<file path="src/rtl/regs_bank_param.sv">
// Parametrised 2R/1W register bank with PC link path and same-edge write bypass.
// Optional build macro ZERO_REG_EN hardwires register 0 to zero.
module regs_bank_param #(
  parameter int unsigned DATA_W   = 32,
  parameter int unsigned ADDR_W   = 4,
  parameter int unsigned LINK_REG = 2**ADDR_W-1
) (
  input  logic              clk,
  input  logic              rst_n,
  input  logic [ADDR_W-1:0] inpA,
  input  logic [ADDR_W-1:0] inpB,
  input  logic [ADDR_W-1:0] inpC,
  input  logic [2:0]        control,
  input  logic [DATA_W-1:0] data,
  input  logic [DATA_W-1:0] pc,
  output logic [DATA_W-1:0] outA,
  output logic [DATA_W-1:0] outB
);

  localparam int unsigned HALF_W = DATA_W / 2;
  localparam int unsigned DEPTH  = 2**ADDR_W;
  localparam logic [ADDR_W-1:0] LINK_IDX = ADDR_W'(LINK_REG);

  typedef enum logic [2:0] {
    OP_FULL  = 3'b000,
    OP_LOW   = 3'b001,
    OP_HIGH  = 3'b010,
    OP_LINK  = 3'b011,
    OP_WLINK = 3'b100
  } op_e;

  logic [DATA_W-1:0] regs_q [DEPTH];
  logic [DATA_W-1:0] regs_d [DEPTH];

  logic wr_full;
  logic wr_low;
  logic wr_high;
  logic wr_link;

  always_comb begin
    wr_full = 1'b0;
    wr_low  = 1'b0;
    wr_high = 1'b0;
    wr_link = 1'b0;
    case (control)
      OP_FULL:  wr_full = 1'b1;
      OP_LOW:   wr_low  = 1'b1;
      OP_HIGH:  wr_high = 1'b1;
      OP_LINK:  wr_link = 1'b1;
      OP_WLINK: begin
        wr_full = 1'b1;
        wr_link = 1'b1;
      end
      default: ;
    endcase
  end

  // Next-state image doubles as the bypass source: reads index it directly.
  always_comb begin
    regs_d = regs_q;
    unique case (1'b1)
      wr_full: regs_d[inpC] = data;
      wr_low:  regs_d[inpC][HALF_W-1:0] = data[HALF_W-1:0];
      wr_high: regs_d[inpC][DATA_W-1:HALF_W] = data[HALF_W-1:0];
      default: ;
    endcase
    if (wr_link) begin
      regs_d[LINK_IDX] = pc;
    end
`ifdef ZERO_REG_EN
    regs_d[0] = '0;
`endif
  end

  always_ff @(posedge clk or negedge rst_n) begin
    if (!rst_n) begin
      for (int i = 0; i < DEPTH; i++) begin
        regs_q[i] <= '0;
      end
      outA <= '0;
      outB <= '0;
    end else begin
      regs_q <= regs_d;
      outA   <= regs_d[inpA];
      outB   <= regs_d[inpB];
    end
  end

endmodule

</file>
<file path="config.mk">
export PLATFORM = sky130hd
export DESIGN_NAME = regs_bank_param
export DESIGN_NICKNAME = d
export VERILOG_FILES = /design/src/rtl/regs_bank_param.sv
export SDC_FILE = /design/constraint.sdc
export NUM_CORES = 2
export LEC_CHECK = 0
export CORE_UTILIZATION = 35
export CTS_BUF_LIST = sky130_fd_sc_hd__clkbuf_16
export CTS_CLUSTER_SIZE = 14
export DETAILED_ROUTE_END_ITERATION = 16
export PLACE_DENSITY_LB_ADDON = 0.15
export SLEW_MARGIN = 25
export SYNTH_ARGS = -nofsm -noshare
export SYNTH_HDL_FRONTEND = slang
export SYNTH_SLANG_ARGS = --single-unit
</file>
<file path="constraint.sdc">
create_clock -name clk -period 3.3 [get_ports clk]
set_clock_uncertainty 0.2 [all_clocks]
set_input_delay 0.66 -clock clk [delete_from_list [all_inputs] [get_ports clk]]
set_output_delay 0.66 -clock clk [all_outputs]
set_load 0.005 [all_outputs]
</file>
==> impl_results.md <==
- CP max FO: 11
- Largest net degree at the start of global routing: 61
- Initial antenna violation count: 12
- Fin. max-slew vios: 0
- WP data arrival: 3.60 ns
- Crit end category: flop
- FILL cells: 8596
- Ys Warns: 0
- Top area cells in the synthesized netlist: dfrtp_1 45%, mux4_2 5.5%, mux2i_1 4.8%, o21ai_0 4.2%, nand2_1 3.5%
- Die height: 305.5 µm
- Vias: 34030
- Hold Fails Final Rpt: 0
- Max clock buf depth: 3
- Syn-to-layout area delta: 38.64%
- PnR worst setup slack: 0.01693 ns
- Layout cell share with drive strength beyond 1: 0.3016
- Top cell type's share of synthesized area: 0.4472
- Rows: 110
- RSZ-0062 raised after global routing: false
- First-pass GRT wire length: 247300 µm
- HP Class: reg -> reg
- Fin crit share: 0.9949
- Register area share after synthesis: 0.4472
- Die W: 305.5 µm
- Static Leak: 21.32 nW
- Post-synthesis cell count: 3374
- Postcts setup bufs: 0
- Combinational share of power: 0.302
- Area of the multi-input gates: 15750 µm²
- I/O Buffers: 144
- Tightest Pin Transition: 1.140 ns
- Cell area after synthesis: 32230 µm²
- Clock power frac: 0.326
- Vias per cell: 6.188
- Hold Startpoint: regs_q[47]
- Setup WS pre-CTS: -0.6417 ns
- Status: finished clean
- # clock sinks: 576
- Detailed Route WL: 175100 µm
- Sequential share of power: 0.373
- Max-Slew Margin vs Limit: 0.2370
- Number of global-route vias before repair: 33120
- Final core utilization: 0.4934
- Startpoint Class: input pin
- VDD IR-drop max: 0.3444 mV
- CTS tree: yes
- Net Sw Frac: 0.3232
- # nets final: 4346
- H-tree Lvls: 3
- Global Route Usage Sum: 0.3708
- Antenna-violating nets left: 0
- Initial DRC Count: 4762
- Register area: 14410 µm²
- Fmax: 0.3046 GHz
- Number of flops mapped to enable cells by yosys: 0
- Max Cap Viol: 0
- Int Power: 0.01638 W
- # IOs: 145
- Crit path kind: in -> reg
- Synthesized net count: 3455
- Final setup viols: 0
- DRT Pass-1 Iters: 6
- CTS clock-pin slew for the worst setup and hold paths: 0.06 ns
- Wire per inst: 31.84 µm
- Final HPWL DP: 129500 µm
- Final Wtd Congestion: 1.072
- Post-synth cell types: 101
- NetSw: 0.007826 W
- R2R Path Start: regs_q[29]
- Grt total ovfl: 0
- Mean area per synthesized cell: 9.552 µm²
- Remaining routing DRC violations: 0
- Clk root buf: clkbuf_16
- Area of the die: 93300 µm²
- Dominant cell type by area after synthesis: dfrtp_1
- Minimum clock period: 3.283 ns
- Core Region: 90560 µm²
- Worst Path Required: 3.62 ns
- Worst-Skew Late Latency: 0.66 ns
- Worst Setup SP: inpC[1]
- Asr flop ratio synth: 1.000
- CTS Buf Count: 72
- Starting Density: 0.3559
- Ys flop type: dfrtp_1
- Pwr/cell area: 541.8 nW/µm²
- Post-synthesis register bit count: 576
==> placed cells by master, fill, tap and decap left out, drive strengths merged, types with 15 or more instances in the layout <==
master and instances:
o311ai 15, o31ai 48, mux4 78, o211ai 31, o2111ai 15, mux2 76
a22o 46, nand2 308, a31oi 32, a221oi 35, a211oi 46, a21oi 193
a22oi 46, nor2b 15, nor3 76, o221ai 34, clkbuf 73, o22ai 93
a211o 22, dfrtp 576, buf 978, clkdlybuf4s50 132, inv 229, o21ai 296
nand3 100, nor2 265, clkinv 33, mux2i 156
==> area by class of cell <==
cell class,count,area share
Sequential cell,576,0.3226
Tap cell,1176,0.03293
Clock inverter,57,0.009661
Inverter,214,0.01798
Antenna cell,3,0.0001680
Multi-Input combinational cell,2290,0.3525
Clock buffer,73,0.04088
Timing Repair Buffer,1111,0.2233
==> layer usage <==
| metal | share of wire | track usage | routed length (µm) | vias up |
|---|---|---|---|---|
| met2 | 0.43 | 0.5463 | 74930 | 2259 |
| met1 | 0.40 | 0.5009 | 70110 | 16940 |
| li1 | - | - | - | 14260 |
| met5 | 0.00057 | 0 | 99 | - |
| met4 | 0.065 | 0.2101 | 11460 | 14 |
| met3 | 0.11 | 0.08340 | 18510 | 564 |
==> power by group through the flow <==
stage               clock network [W]  logic, W  registers (W)
floorplan                           0   0.00340        0.00896
global placement                    0   0.00703        0.00910
detailed placement                  0   0.00710        0.00912
CTS                           0.00796   0.00714        0.00901
global route                  0.00821   0.00776        0.00915
finish                        0.00788   0.00730        0.00903
==> worst max-delay path, cell delays in order <==
cell and delay [ns]:
clkdlybuf4s50_1 0.41, buf_4 0.17, buf_4 0.14, or4_1 0.57, buf_12 0.19, nor2_1 0.25
buf_4 0.16, a21oi_1 0.06, nor2_1 0.22, mux4_2 0.31, o22ai_1 0.10, a31oi_1 0.34
==> state kept, by name, summed over array words and instances, names as in the netlist <==
signal,count
outA,32
outB,32
regs_q,512
==> through the flow <==
stage | instance area [µm²] | power [W] | TNS [ns] | instances | hold WS, ns
2_1_floorplan | 32230 | 0.01236 | 0 | 3374 | 0.1644
3_3_place_gp | 42400 | 0.01613 | -23.62 | 5366 | 0.2618
3_5_place_dp | 42400 | 0.01621 | -24.78 | 5366 | 0.2713
4_1_cts | 44670 | 0.02411 | 0 | 5497 | 0.2857
5_1_grt | 44680 | 0.02512 | 0 | 5497 | 0.3088
6_report | 44680 | 0.02421 | 0 | 5500 | 0.2905
==> cells in the mapped netlist (15+ instances only) <==
| cell type | n |
|---|---|
| o31ai_1 | 48 |
| buf_1 | 21 |
| mux4_2 | 78 |
| a211o_1 | 22 |
| o21ai_1 | 20 |
| o21ai_0 | 272 |
| a21oi_1 | 188 |
| a221oi_1 | 34 |
| nand2_1 | 300 |
| a22o_1 | 46 |
| clkbuf_1 | 174 |
| o22ai_1 | 92 |
| a31oi_1 | 32 |
| nor2b_1 | 15 |
| mux2i_1 | 156 |
| inv_1 | 206 |
| a22oi_1 | 45 |
| o221ai_1 | 34 |
| mux2_2 | 76 |
| nor2_1 | 263 |
| o2111ai_1 | 15 |
| nor3_1 | 76 |
| a211oi_1 | 46 |
| dfrtp_1 | 576 |
| o211ai_1 | 31 |
| buf_2 | 77 |
| nand3_1 | 100 |
==> timing repair <==
| item | 4_1_cts | 5_1_grt |
|---|---|---|
| endpoints found under the setup margin | 1 | 6 |
| endpoints found under the hold margin | 44 | 0 |
| gates resized for setup | 1 | 6 |
| hold buffers | 1 | 0 |
==> path summary, 6_finish.rpt <==
| path | endpoint | slack, ns | depth (start not counted) |
|---|---|---|---|
| worst max register to register | outA[29] | 1.01 | 7 |
| worst min-delay path | regs_q[47] | 0.29 | 2 |
| max in group asynchronous | regs_q[171] | 1.51 | 4 |
| worst min register to register | regs_q[47] | 0.29 | 2 |
| min in group asynchronous | outB[18] | 0.39 | 2 |
| worst max-delay path | outB[18] | 0.02 | 12 |
==> logic make-up (layout without fill, tap and decap cells) <==
| kind of cell | after synthesis | in the layout | synth area share |
|---|---|---|---|
| flops | 576 | 576 | 0.4472 |
| mux | 310 | 310 | 0.1295 |
| compound gates | 1101 | 1101 | 0.2288 |
| other cells | 0 | 3 | 0 |
| simple gates | 878 | 878 | 0.1284 |
| buf+inv | 508 | 1455 | 0.06569 |
| fa+ha+maj | 1 | 1 | 0.0003106 |
Note: power is estimated with default switching activity, not from simulation.
